[src/rtl/rns_pkg.sv]
// Shared definitions for the {2^N+1, 2^N, 2^N-1} residue number system converters.
package rns_pkg;

   localparam int unsigned RNS_N = 30;
   localparam int unsigned W1    = RNS_N + 1;
   localparam int unsigned W2    = RNS_N;
   localparam int unsigned W3    = RNS_N;
   localparam int unsigned WIN   = 3 * RNS_N;

   localparam logic [W1-1:0] MOD1 = {1'b1, {(RNS_N-1){1'b0}}, 1'b1};
   localparam logic [W3-1:0] MOD3 = {W3{1'b1}};

   typedef struct packed {
      logic [W1-1:0] x1;
      logic [W2-1:0] x2;
      logic [W3-1:0] x3;
   } rns_triple_t;

endpackage

[src/rtl/mod_2n_m1_add.sv]
// W-bit modulo (2^W-1) adder using end-around carry; the all-ones alias of zero
// is folded to canonical 0 on the output.
module mod_2n_m1_add #(
   parameter int unsigned W = 30
) (
   input  logic [W-1:0] i_a,
   input  logic [W-1:0] i_b,
   output logic [W-1:0] o_sum_c
);

   logic [W:0]   w_raw;
   logic [W-1:0] w_eac;

   // Operands are at most 2^W-1, so the end-around add cannot carry again.
   assign w_raw   = {1'b0, i_a} + {1'b0, i_b};
   assign w_eac   = w_raw[W-1:0] + W'(w_raw[W]);
   assign o_sum_c = (w_eac == {W{1'b1}}) ? '0 : w_eac;

endmodule

[src/rtl/rns_forward_converter_pipe.sv]
// Two-stage binary-to-RNS forward converter for moduli {2^N+1, 2^N, 2^N-1}
// with valid/ready handshaking on both sides.
module rns_forward_converter_pipe
   import rns_pkg::*;
(
   input  logic           clk,
   input  logic           rst,
   input  logic [WIN-1:0] in_data,
   input  logic           in_valid,
   output logic           in_ready,
   output logic [W1-1:0]  x1,
   output logic [W2-1:0]  x2,
   output logic [W3-1:0]  x3,
   output logic           out_valid,
   input  logic           out_ready
);

   localparam int unsigned N = RNS_N;
   localparam logic [N+1:0] MOD1_EXT = {1'b0, MOD1};

   logic          w_en;
   logic [N-1:0]  w_a;
   logic [N-1:0]  w_b;
   logic [N-1:0]  w_c;

   logic          r_v1;
   logic [N-1:0]  r_c1;
   logic [N:0]    r_s1;
   logic [N:0]    r_p1;
   logic [N-1:0]  r_b1;

   logic [N-1:0]  w_s1_fold;
   logic [N-1:0]  w_x3;
   logic [N+1:0]  w_diff;
   logic [W1-1:0] w_x1;

   rns_triple_t   r_out;
   logic          r_out_valid;

   assign w_en     = ~r_out_valid | out_ready;
   assign in_ready = w_en;

   assign w_a = in_data[3*N-1:2*N];
   assign w_b = in_data[2*N-1:N];
   assign w_c = in_data[N-1:0];

   // Stage 1: partial sums for the mod 2^N-1 and mod 2^N+1 channels.
   always_ff @(posedge clk or posedge rst) begin
      if (rst) begin
         r_v1 <= 1'b0;
         r_c1 <= '0;
         r_s1 <= '0;
         r_p1 <= '0;
         r_b1 <= '0;
      end else if (w_en) begin
         r_v1 <= in_valid;
         r_c1 <= w_c;
         r_s1 <= {1'b0, w_a} + {1'b0, w_b};
         r_p1 <= {1'b0, w_a} + {1'b0, w_c};
         r_b1 <= w_b;
      end
   end

   // Fold the (N+1)-bit A+B into N bits before the end-around add with C.
   assign w_s1_fold = r_s1[N-1:0] + N'(r_s1[N]);

   mod_2n_m1_add #(.W(N)) u_x3_add (
      .i_a     (w_s1_fold),
      .i_b     (r_c1),
      .o_sum_c (w_x3)
   );

   // Since 2^N = -1 mod 2^N+1, X reduces to A - B + C; one correction suffices.
   assign w_diff = {1'b0, r_p1} - {2'b00, r_b1};

   always_comb begin
      w_x1 = w_diff[N:0];
      if (w_diff[N+1]) begin
         w_x1 = W1'(w_diff + MOD1_EXT);
      end else if (w_diff >= MOD1_EXT) begin
         w_x1 = W1'(w_diff - MOD1_EXT);
      end
   end

   always_ff @(posedge clk or posedge rst) begin
      if (rst) begin
         r_out_valid <= 1'b0;
         r_out       <= '0;
      end else if (w_en) begin
         r_out_valid <= r_v1;
         r_out.x1    <= w_x1;
         r_out.x2    <= r_c1;
         r_out.x3    <= w_x3;
      end
   end

   assign x1        = r_out.x1;
   assign x2        = r_out.x2;
   assign x3        = r_out.x3;
   assign out_valid = r_out_valid;

endmodule

[config.mk]
export PLATFORM = sky130hd
export DESIGN_NAME = rns_forward_converter_pipe
export DESIGN_NICKNAME = d
export VERILOG_FILES = /design/src/rtl/rns_pkg.sv /design/src/rtl/mod_2n_m1_add.sv /design/src/rtl/rns_forward_converter_pipe.sv
export SDC_FILE = /design/constraint.sdc
export NUM_CORES = 1
export LEC_CHECK = 0
export BUFFER_PORTS_ARGS = -buffer_cell sky130_fd_sc_hd__buf_2
export CELL_PAD_IN_SITES_DETAIL_PLACEMENT = 0
export CELL_PAD_IN_SITES_GLOBAL_PLACEMENT = 2
export CORE_ASPECT_RATIO = 0.75
export CORE_MARGIN = 2
export CORE_UTILIZATION = 33
export CTS_BUF_LIST = sky130_fd_sc_hd__clkbuf_4
export CTS_CLUSTER_SIZE = 8
export DETAILED_ROUTE_END_ITERATION = 12
export PLACE_DENSITY = 0.78
export SYNTH_ARGS = -nofsm -noshare
export SYNTH_HDL_FRONTEND = slang
export SYNTH_SLANG_ARGS = --single-unit
export TNS_END_PERCENT = 1
[constraint.sdc]
create_clock -name clk -period 7.9 [get_ports clk]
set_input_delay 1.58 -clock clk [delete_from_list [all_inputs] [get_ports clk]]
set_output_delay 1.58 -clock clk [all_outputs]
set_load 0.01 [all_outputs]
---- Word-level counts from Yosys, hierarchy flattened ----
Cells that the tools add are included.
word-level totals
  logic and storage cells ................. 24
  memories kept ........................... 0
  RAM bits ................................ 0
  input port bits ......................... 94
  register bits after elaboration ......... 215
  bits in read-only memories .............. 0
  output and inout bits ................... 93
  bits in latches ......................... 0
operators by class
  $add $sub $neg .......................... 8
  reduce and logical (&&, ||, !) cells .... 0
  multipliers ............................. 0
  mux-type cells .......................... 3
  bitwise logic cells ..................... 2
  div/mod/pow operators ................... 0
  shifts and indexed selects .............. 0
  magnitude comparators ................... 1
  eq/ne operators ......................... 1
operators by type and width
  cell                      number
  $add A30 B30 Y31          3
  $mux W31                  2
  $add A30 B1 Y30           2
  $ge A32 B31 Y1 const B    1
  $sub A31 B30 Y32          1
  $add A31 B31 Y31 const B  1
  $sub A31 B31 Y31 const B  1
  $eq A30 B30 Y1 const B    1
  $mux W30                  1
  $not A1 Y1                1
  $or A1 B1 Y1              1

---- Depth between registers and ports, before layout ----
Gate-level depths: netlist (run 1).
  depth after elaboration ................. 5
  gate-level depth with buffers ........... 31
  depth with buffers taken out ............ 29

---- Cells and area by module ----
A second synthesis (run 1) with hierarchy kept.
unflattened totals
  cells, all modules ...................... 2227
  area total of the unflattened synthesis .. 17506.8 µm²
by module, submodules not included
  module                      cells each  area an instance (µm²)  sequential area each (µm²)  instances
  rns_forward_converter_pipe  1759        14445.1                 5380.2                      1
  mod_2n_m1_add               468         3061.7                  0.0                         1

---- Worst setup path before layout (run 1) ----
Ideal clock, no wire load.
  path kind ............................... reg-to-reg
  from .................................... register r_s1[2]
  to ...................................... register, netlist name x3[10]
  path buffers ............................ 3
  clock period less this slack ............ 6203 ps
  data arrival time ....................... 6066 ps
  required time ........................... 7763 ps
  setup slack ............................. 1697 ps
  setup time .............................. 137 ps
  stages on the path, launching flop included .. 32
  cell sequence ........................... dfrtp_1 -> and3_1 -> and2_1 -> nand3_1 -> nor3_1 -> nand3_1 -> xnor2_1 -> ha_1 -> clkbuf_1 -> nand3_1 -> nor2_1 -> a211oi_1 -> and2_1 -> a211oi_1 -> o21a_1 -> o21ai_0 -> nand2b_1 -> a21o_1 -> a21o_1 -> ha_1 -> and3_1 -> clkbuf_1 -> nand3_1 -> nor4_2 -> and4bb_2 -> nand4b_1 -> xor2_1 -> nor4_1 -> o2111ai_1 -> nor4_2 -> buf_4 -> a21oi_1
on the way
  longest elaborated chain between the ends .. 5
ends and longest elaborated chain
  element                 line                              source
  start, declared         rns_forward_converter_pipe.sv:28  logic [N:0] r_s1;
  start signal, assigned  rns_forward_converter_pipe.sv:58  r_s1 <= {1'b0, w_a} + {1'b0, w_b};
  $add A30 B1 Y30 (*)     rns_forward_converter_pipe.sv:65  assign w_s1_fold = r_s1[N-1:0] + N'(r_s1[N]);
  $add A30 B30 Y31 (*)    mod_2n_m1_add.sv:15               assign w_raw = {1'b0, i_a} + {1'b0, i_b};
  $add A30 B1 Y30 (*)     mod_2n_m1_add.sv:16               assign w_eac = w_raw[W-1:0] + W'(w_raw[W]);
  $eq A30 B30 Y1          mod_2n_m1_add.sv:17               assign o_sum_c = (w_eac == {W{1'b1}}) ? '0 : w_eac;
  $mux W30 (*)            mod_2n_m1_add.sv:17
Every way passes the cells marked *; elsewhere a longest branch is shown, timed or not.
A chain may end at the register's enable or synchronous reset.

---- Worst setup path after layout (run 1) ----
  from .................................... register r_s1[2]
  to ...................................... register, netlist name x3[28]
on the way
  longest elaborated chain between the ends .. 5
ends and longest elaborated chain
  element               line
  $add A30 B1 Y30 (*)   rns_forward_converter_pipe.sv:65
  $add A30 B30 Y31 (*)  mod_2n_m1_add.sv:15
  $add A30 B1 Y30 (*)   mod_2n_m1_add.sv:16
  $eq A30 B30 Y1        mod_2n_m1_add.sv:17
  $mux W30 (*)          mod_2n_m1_add.sv:17
Marks and branches as above.

==> results of run 1 <==
-- cell type report --
class	count	area, um2
Fill cell	5382	31100
Multi-Input combinational cell	1721	11000
Sequential cell	215	5380
Timing Repair Buffer	201	1060
Tap cell	657	822
Clock buffer	92	691
Inverter	85	332
Clock inverter	14	60.1
Antenna cell	3	7.51
-- path summary, 6_finish.rpt --
| check | end | slack (ns) | depth (start not counted) |
|---|---|---|---|
| setup / recovery | x3[28] | 0.59 | 31 |
| hold / removal | x2[18] | 0.46 | 2 |
| setup reg to reg | x3[28] | 0.59 | 31 |
| hold reg to reg | x2[18] | 0.46 | 2 |
| max in group asynchronous | x2[10] | 5.60 | 3 |
| min in group asynchronous | x2[2] | 0.87 | 2 |
-- sequential cells by signal (all words and copies together) (netlist names) --
register	flops
x1	31
r_b1	30
r_c1	30
r_p1	31
r_v1	1
out_valid	1
x2	30
r_s1	31
x3	30
-- through the flow --
step / hold slack [ns] / total power (uW) / cell area, um2
after floorplan: 0.430 / 4030 / 17000
after global placement: 0.445 / 4970 / 18600
after detailed placement: 0.448 / 5000 / 18600
after CTS: 0.463 / 6080 / 19300
after global routing: 0.495 / 6560 / 19300
final: 0.458 / 6040 / 19300
-- synthesized netlist by cell type (11+ instances only) --
master	number	area (um2)
nand2_1	367	1380
dfrtp_1	215	5380
a21oi_1	174	871
nor2_1	152	571
ha_1	131	1640
o21ai_0	127	636
xnor2_1	90	788
inv_1	85	319
xor2_1	71	622
a21o_1	60	450
clkbuf_1	59	221
nand3_1	54	270
nor3_1	54	270
nand4_1	34	213
and3_1	30	188
o21a_1	25	188
and2_1	23	144
a31oi_1	20	125
o31ai_1	19	143
mux2i_1	17	170
nand2b_1	15	93.8
a211oi_1	14	105
or3_1	14	87.6
buf_2	13	65.1
o211ai_1	13	97.6
o21ai_1	11	55.1
-- placed cells by master, fill, tap and decap left out, types with 14 or more instances in the layout --
cell	n
a31oi_1	20
nand2b_1	15
xnor2_1	90
a21oi_1	174
dfrtp_1	215
a21o_1	60
buf_4	14
ha_1	131
or3_1	14
xor2_1	71
o31ai_1	19
nand3_1	54
nor3_1	54
o21ai_0	126
nor2_1	152
and3_1	30
inv_1	83
and2_1	23
o21a_1	25
nand2_1	367
buf_2	186
mux2i_1	17
nand4_1	34
a211oi_1	14
clkbuf_4	92
-- worst max-delay path: cells and delay by family, from the launching register on --
family / cells / cell delay [ns]
AND/OR/NAND/NOR: 12 / 2.73
AO/OA/AOI/OAI: 12 / 2.49
adder cells (fa/ha/maj): 3 / 0.89
buffers and inverters: 2 / 0.41
flip-flops: 1 / 0.41
XOR/XNOR: 2 / 0.23
-- per-layer routing --
layer	track usage	wire (um)
met5	0	0
met4	0.0465	796
met3	0.0427	3610
met2	0.284	22000
met1	0.309	28100
-- power by group --
part           leakage [uW]  total [uW]  internal, uW  switching, uW
Clock              0.000451        1030           525            507
Sequential          0.00255        1630          1410            213
Combinational       0.00599        3380          1260           2120
-- cells by family (layout without fill, tap and decap cells) --
kind of cell	Yosys count	count (layout)
AO/OA/AOI/OAI	580	580
flip-flops	215	215
buffers and inverters	167	392
multiplexers	20	20
XOR/XNOR	162	162
adder cells (fa/ha/maj)	135	135
other	0	3
AND/OR/NAND/NOR	824	824
==> run summary, run 1 <==
Outcome: finished clean
XOR/XNOR share of the synthesized area: 0.0840
Largest net degree at the start of global routing: 103
Sequential area share after synthesis: 0.317
Most common cell on crit path: ha_1
Post-synthesis register bit count: 215
Die H: 201 um
Worst-margin pin slew: 1.02 ns
WL/cell: 18.2 um
Class of the worst hold path: reg -> reg
Via count: 16100
Initial antenna violation count: 4
CTS tree: built
Async SR Flop Fraction: 1.00
Post-route setup slack: 0.589 ns
Setup crit start kind: flip-flop
DRT iter0 DRCs: 1245
Post-synthesis cell area: 0.0170 mm2
Arr. time, crit path: 7.95 ns
Synth Area in Compound Gates: 0.219
Reg clk slew, reported paths: 0.06 ns
Synth Area in Adders: 0.101
First-pass GRT wire length: 85.7 mm
CTS Buffer Depth: 3
Synth cell types: 94
Crit path kind: reg -> reg
Fin nets: 2513
PD cells: 313 mW/mm2
Hold Fails Final Rpt: 0
GRT Total Usage: 0.201
Number of global-route vias before repair: 15500
Core area: 0.0505 mm2
PortBufs: 186
Post-route minimum period: 7.31 ns
Maximum VDD drop: 103 uV
Root Buffer: clkbuf_4
Mean Syn Cell Area: 8.08 um2
Max Cap Viol: 0
CP Launch Point: r_s1[2]
DR vias/cell: 5.37
Full die area: 0.0533 mm2
Leakage power: 0.00899 uW
Combinational family with the most area after synthesis: simple AND/OR/NAND/NOR gates
Post_cts resized: 0
Rows: 71
Area Growth Syn to Fin: 13.7%
Post-Place Cells: 2879
Most common flop cell mapped by yosys: dfrtp_1
Post-Synth Simple-Gate Area: 0.228
CTS buffer count: 60
Final core occ: 0.383
Antenna viol nets, final: 0
Syn nets: 2332
Crit-path max cell delay: 0.47 ns
Clock sink total: 215
Crit end category: flip-flop
Setup Skew: 0.0603 ns
Pins Over Slew Limit: 0
Relative slew margins: 0.314
Ratio of cells with drive above 1 in the final layout: 0.147
Drt pass-1 iters: 6
FF-to-FF Start: r_s1[2]
Initial Utilization: 0.337
DRC errors left: 0
Die Span X: 266 um
Post-CTS setup buffer count: 0
CTS Hold Bufs: 0
Unrepaired setup endpoints after global routing: no
Hold Startpoint: x2[18]
IO Pins: 187
Final number of setup-violating endpoints: 0
Post-synth EDFFs: 0
Detailed Place HPWL: 42.7 mm
Worst path required time: 8.54 ns
Yosys warnings: 0
Global route total overflow: 0
H-Tree Level Count: 2
Final Wtd Congestion: 0.911
Clock Latency Late Sink: 0.79 ns
Fmax: 137 MHz
Dpl ws: 0.724 ns
Final wirelength: 54.5 mm
Post-synthesis mux area share: 0.0120
Worst-path fanout max: 30
Layout Cells excl Fill: 2988
Slowest cell on crit path: or4_1
Post-Syn Instances: 2103
Setup TNS: 0 ns
Fin crit share: 0.925
Power figures use the tool's default switching activity.
==> run 2, diff against run 1 <==
--- a/config.mk
+++ b/config.mk
@@ -8,7 +8,7 @@
 export BUFFER_PORTS_ARGS = -buffer_cell sky130_fd_sc_hd__buf_2
 export CELL_PAD_IN_SITES_DETAIL_PLACEMENT = 0
 export CELL_PAD_IN_SITES_GLOBAL_PLACEMENT = 2
-export CORE_ASPECT_RATIO = 0.75
+export CORE_ASPECT_RATIO = 1.5
 export CORE_MARGIN = 2
 export CORE_UTILIZATION = 33
 export CTS_BUF_LIST = sky130_fd_sc_hd__clkbuf_4
==> run 2 against run 1 <==
Effect of this change:
- fmax is 3.7% higher
- count of clock-buffer cells in the layout fell by 10
- wire length rose by 1.2%
- critical path type unchanged
==> run summary, run 2 (synthesis gave the netlist of run 1 again) <==
Outcome: finished clean
Setup Skew: 0.0487 ns
Slowest cell on crit path: or4_1
Worst-path fanout max: 30
Global route total overflow: 0
Core area: 0.0508 mm2
Combinational share of power: 0.564
Cell family with most CP delay: simple AND/OR/NAND/NOR gates
Class of the worst hold path: reg -> reg
Full die area: 0.0534 mm2
Dpl ws: 0.551 ns
Die Span X: 189 um
Setup crit start kind: flip-flop
Most common cell after layout, fill and taps aside: nand2_1
Clock Latency Late Sink: 0.82 ns
CP bufs+invs: 2
Largest registers: r_p1 (31), r_s1 (31), x1 (31)
Crit end category: flip-flop
Hold Startpoint: r_v1
CTS tree: built
Antenna viol nets, final: 0
DRT iter0 DRCs: 596
Most common cell on crit path: ha_1
CTS buffer count: 59
Hold Fails Final Rpt: 0
Root Buffer: clkbuf_4
CTS Hold Bufs: 0
Final core occ: 0.379
H-Tree Level Count: 2
Initial Utilization: 0.334
Reg clk slew, reported paths: 0.07 ns
Arr. time, crit path: 7.68 ns
Area Growth Syn to Fin: 13.4%
DRC errors left: 0
PortBufs: 186
Switching share of power: 0.473
Final wirelength: 55.2 mm
Clock sink total: 215
Setup TNS: 0 ns
Fin nets: 2511
GRT Total Usage: 0.208
Final Wtd Congestion: 0.902
Fmax: 142 MHz
Ratio of cells with drive above 1 in the final layout: 0.143
FF-to-FF Start: r_s1[2]
Leakage power: 0.00894 uW
Pins Over Slew Limit: 0
DR vias/cell: 5.24
Number of global-route vias before repair: 16100
Unrepaired setup endpoints after global routing: no
Drt pass-1 iters: 5
Crit-path max cell delay: 0.48 ns
Post-CTS setup buffer count: 0
Largest net degree at the start of global routing: 198
CP Launch Point: r_s1[2]
Relative slew margins: 0.272
Die H: 282 um
Final number of setup-violating endpoints: 0
Worst-margin pin slew: 1.08 ns
Worst path required time: 8.53 ns
Rows: 101
IO Pins: 187
Post-route setup slack: 0.848 ns
Via count: 15700
Initial antenna violation count: 10
PD cells: 310 mW/mm2
Internal cell power: 3140 uW
Power share of the clock group: 0.165
Fin crit share: 0.893
Most frequent cells in the layout: nand2_1 (367), dfrtp_1 (215), buf_2 (186)
Seq pwr share: 0.272
WL/cell: 18.5 um
CTS Buffer Depth: 3
Post-route minimum period: 7.05 ns
Maximum VDD drop: 137 uV
Max Cap Viol: 0
First-pass GRT wire length: 87.6 mm
Detailed Place HPWL: 42.9 mm
Switching power: 2830 uW
Crit path kind: reg -> reg
==> run 2: metrics by stage <==
stage / area (um2) / power, uW / hold slack (ns) / cells
2_1_floorplan: 17000 / 4030 / 0.430 / 2103
3_3_place_gp: 18600 / 4980 / 0.440 / 2890
3_5_place_dp: 18600 / 5010 / 0.445 / 2890
4_1_cts: 19300 / 6050 / 0.464 / 2988
5_1_grt: 19300 / 6520 / 0.479 / 2990
6_report: 19300 / 5970 / 0.460 / 2990
==> run 2: layout make-up <==
cell class	instances	area, um2
diodes	2	5.00
clock buffers	82	616
clock inverters	16	62.6
fillers	5488	31500
inverters	85	332
multi-input cells	1721	11000
flip-flops and latches	215	5380
well taps	669	837
repair buffers	200	1060
==> run 2: power groups by stage <==
stage	Sequential (uW)	Combinational, uW	Clock, uW
2_1_floorplan	1680	2350	0
3_3_place_gp	1640	3350	0
3_5_place_dp	1640	3360	0
4_1_cts	1630	3390	1040
5_1_grt	1670	3770	1090
6_report	1620	3370	984
==> run 2: layer usage <==
metal  GRT usage  vias up  wire length, um
met5           0        -              113
met4       0.107       16             2880
met3      0.0376      133             2160
met2       0.386      296            28400
met1       0.224     7343            21600
li1            -     7883                -
==> run 2: worst paths after layout <==
| path | to | slack (ns) | cells after the start |
|---|---|---|---|
| max in group asynchronous | r_c1[16] | 5.69 | 3 |
| min reg2reg | r_v1 | 0.46 | 2 |
| max reg2reg | x3[19] | 0.85 | 31 |
| min | r_v1 | 0.46 | 2 |
| max | x3[19] | 0.85 | 31 |
| min in group asynchronous | x2[2] | 0.90 | 2 |
==> run 2: worst min-delay path: stages, from the launching register on <==
cell	delay, ns
dfrtp_1	0.33
nand2_1	0.05
nand2_1	0.05
==> run 2: timing repair <==
item,4_1_cts,5_1_grt
gates resized for setup,0,2
setup endpoints to repair,0,30
endpoints found under the hold margin,0,0
==> run 3, diff against run 2 <==
--- a/config.mk
+++ b/config.mk
@@ -11,9 +11,10 @@
 export CORE_ASPECT_RATIO = 1.5
 export CORE_MARGIN = 2
 export CORE_UTILIZATION = 33
-export CTS_BUF_LIST = sky130_fd_sc_hd__clkbuf_4
+export CTS_BUF_LIST = sky130_fd_sc_hd__clkbuf_8
 export CTS_CLUSTER_SIZE = 8
 export DETAILED_ROUTE_END_ITERATION = 12
+export GPL_ROUTABILITY_DRIVEN = 0
 export PLACE_DENSITY = 0.78
 export SYNTH_ARGS = -nofsm -noshare
 export SYNTH_HDL_FRONTEND = slang
==> run 3 against run 2 <==
Effect of this change:
- sequential share of layout area is 0.12 points lower
- register-to-register slack worse by 0.05 ns
- combinational power hardly changed
- critical endpoint is now x3[26]
- largest cell class unchanged
==> run summary, run 3 (synthesis gave the netlist of run 1 again) <==
Number of global-route vias before repair: 15600
IO Pins: 187
Combinational share of power: 0.551
Tot Pwr: 6080 uW
GR Util met2: 0.379
Root Buffer: clkbuf_8
R2R cell count: 31
First-pass GRT wire length: 84.9 mm
DR vias/cell: 5.26
Fin crit share: 0.899
Final number of setup-violating endpoints: 0
Max Cap Viol: 0
Most frequent cells in the layout: nand2_1 (367), dfrtp_1 (215), buf_2 (186)
Worst-path fanout max: 30
Hold depth: 2
Global route total overflow: 0
Pins Over Slew Limit: 0
Fin nets: 2489
Clock Latency Late Sink: 0.57 ns
Outcome: finished clean
H-Tree Level Count: 2
CTS buffer count: 40
CP Capture Point: x3[26]
Largest registers: r_p1 (31), r_s1 (31), x1 (31)
CTS tree: built
Maximum VDD drop: 184 uV
Reg2Reg Setup Slack: 0.80 ns
DRT iter0 DRCs: 605
Reg clk slew, reported paths: 0.06 ns
Internal cell power: 3290 uW
Post-route minimum period: 7.10 ns
Most common cell on crit path: ha_1
GRT busiest layer: met2
GRT Total Usage: 0.201
Switching power: 2790 uW
Worst R2R End: x3[26]
Final wirelength: 54.0 mm
Power share of the clock group: 0.182
Die Span X: 189 um
Switching share of power: 0.459
CP Launch Point: r_s1[2]
Initial Utilization: 0.334
FF-to-FF Start: r_s1[2]
Crit path kind: reg -> reg
Class of the worst hold path: reg -> reg
Ratio of cells with drive above 1 in the final layout: 0.131
Arr. time, crit path: 7.52 ns
Area Growth Syn to Fin: 13.9%
Fillcell total: 5428
Crit-path max cell delay: 0.48 ns
Unrepaired setup endpoints after global routing: no
Setup crit start kind: flip-flop
Global Route met3 Usage: 0.0279
Detailed Place HPWL: 41.9 mm
Setup Skew: 0.0159 ns
Core area: 0.0508 mm2
Fmax: 141 MHz
Hold Fails Final Rpt: 0
Worst path required time: 8.32 ns
WL/cell: 18.3 um
Die H: 282 um
Clock sink total: 215
Slowest cell on crit path: or4_1
Full die area: 0.0534 mm2
DRC errors left: 0
Largest net degree at the start of global routing: 198
Global-route met1 utilization: 0.224
Final core occ: 0.381
Relative slew margins: 0.275
CTS Buffer Depth: 3
Worst-margin pin slew: 1.07 ns
Crit end category: flip-flop
Drt pass-1 iters: 5
Via count: 15500
Antenna viol nets, final: 0
Rows: 101
Setup TNS: 0 ns
PD cells: 314 mW/mm2
Leakage power: 0.00895 uW
Seq pwr share: 0.267
PortBufs: 186
Initial antenna violation count: 8
Most common cell after layout, fill and taps aside: nand2_1
run 3: area by class of cell:
class	count	area, um2	share of cell area
Timing Repair Buffer	197	1040	0.0537
Sequential cell	215	5380	0.278
Multi-Input combinational cell	1721	11000	0.567
Antenna cell	1	2.50	0.000129
Inverter	85	332	0.0171
Clock buffer	45	619	0.0320
Tap cell	669	837	0.0433
Clock inverter	20	173	0.00892
run 3: power by group through the flow:
stage	logic, uW	registers (uW)	clock network, uW
after floorplan	2350	1680	0
after global placement	3320	1640	0
after detailed placement	3340	1640	0
after CTS	3370	1630	1150
after global routing	3740	1670	1200
final	3350	1620	1100
run 3: what timing repair did:
action / in CTS / in global routing
gates resized for setup: 0 / 1
setup buffers: 0 / 0
hold buffers: 0 / 0
setup endpoints to repair: 0 / 26
run 3: worst max-delay path: cells and delay by family, from the launching register on:
kind	cells	cell delay, ns
adders and majority gates	3	0.85
buffers and inverters	2	0.52
DFF	1	0.41
and+or+nand+nor	12	2.56
xor gates and xnor gates	2	0.23
AOI/OAI and AO/OA	12	2.39
run 3: worst min path at each step:
stage | start | slack, ns | endpoint
global route | x2[25] | 0.47 | x2[25]
CTS | r_v1 | 0.46 | r_v1
detailed placement | r_v1 | 0.45 | r_v1
finish | r_v1 | 0.46 | r_v1
global placement | r_v1 | 0.44 | r_v1
floorplan | r_v1 | 0.43 | r_v1
run 3: per-layer routing:
metal / vias to the layer above / wire length, um
li1: 7817 / -
met1: 7291 / 22000
met2: 314 / 27900
met3: 110 / 1800
met4: 14 / 2210
met5: - / 101
run 3: stage by stage:
step / instances / instance area (um2) / setup WS (ns) / hold slack (ns)
2_1_floorplan: 2103 / 17000 / 0.441 / 0.430
3_3_place_gp: 2887 / 18600 / 0.734 / 0.441
3_5_place_dp: 2887 / 18600 / 0.677 / 0.449
4_1_cts: 2952 / 19300 / 0.676 / 0.462
5_1_grt: 2953 / 19300 / 0.0881 / 0.473
6_report: 2953 / 19300 / 0.796 / 0.456
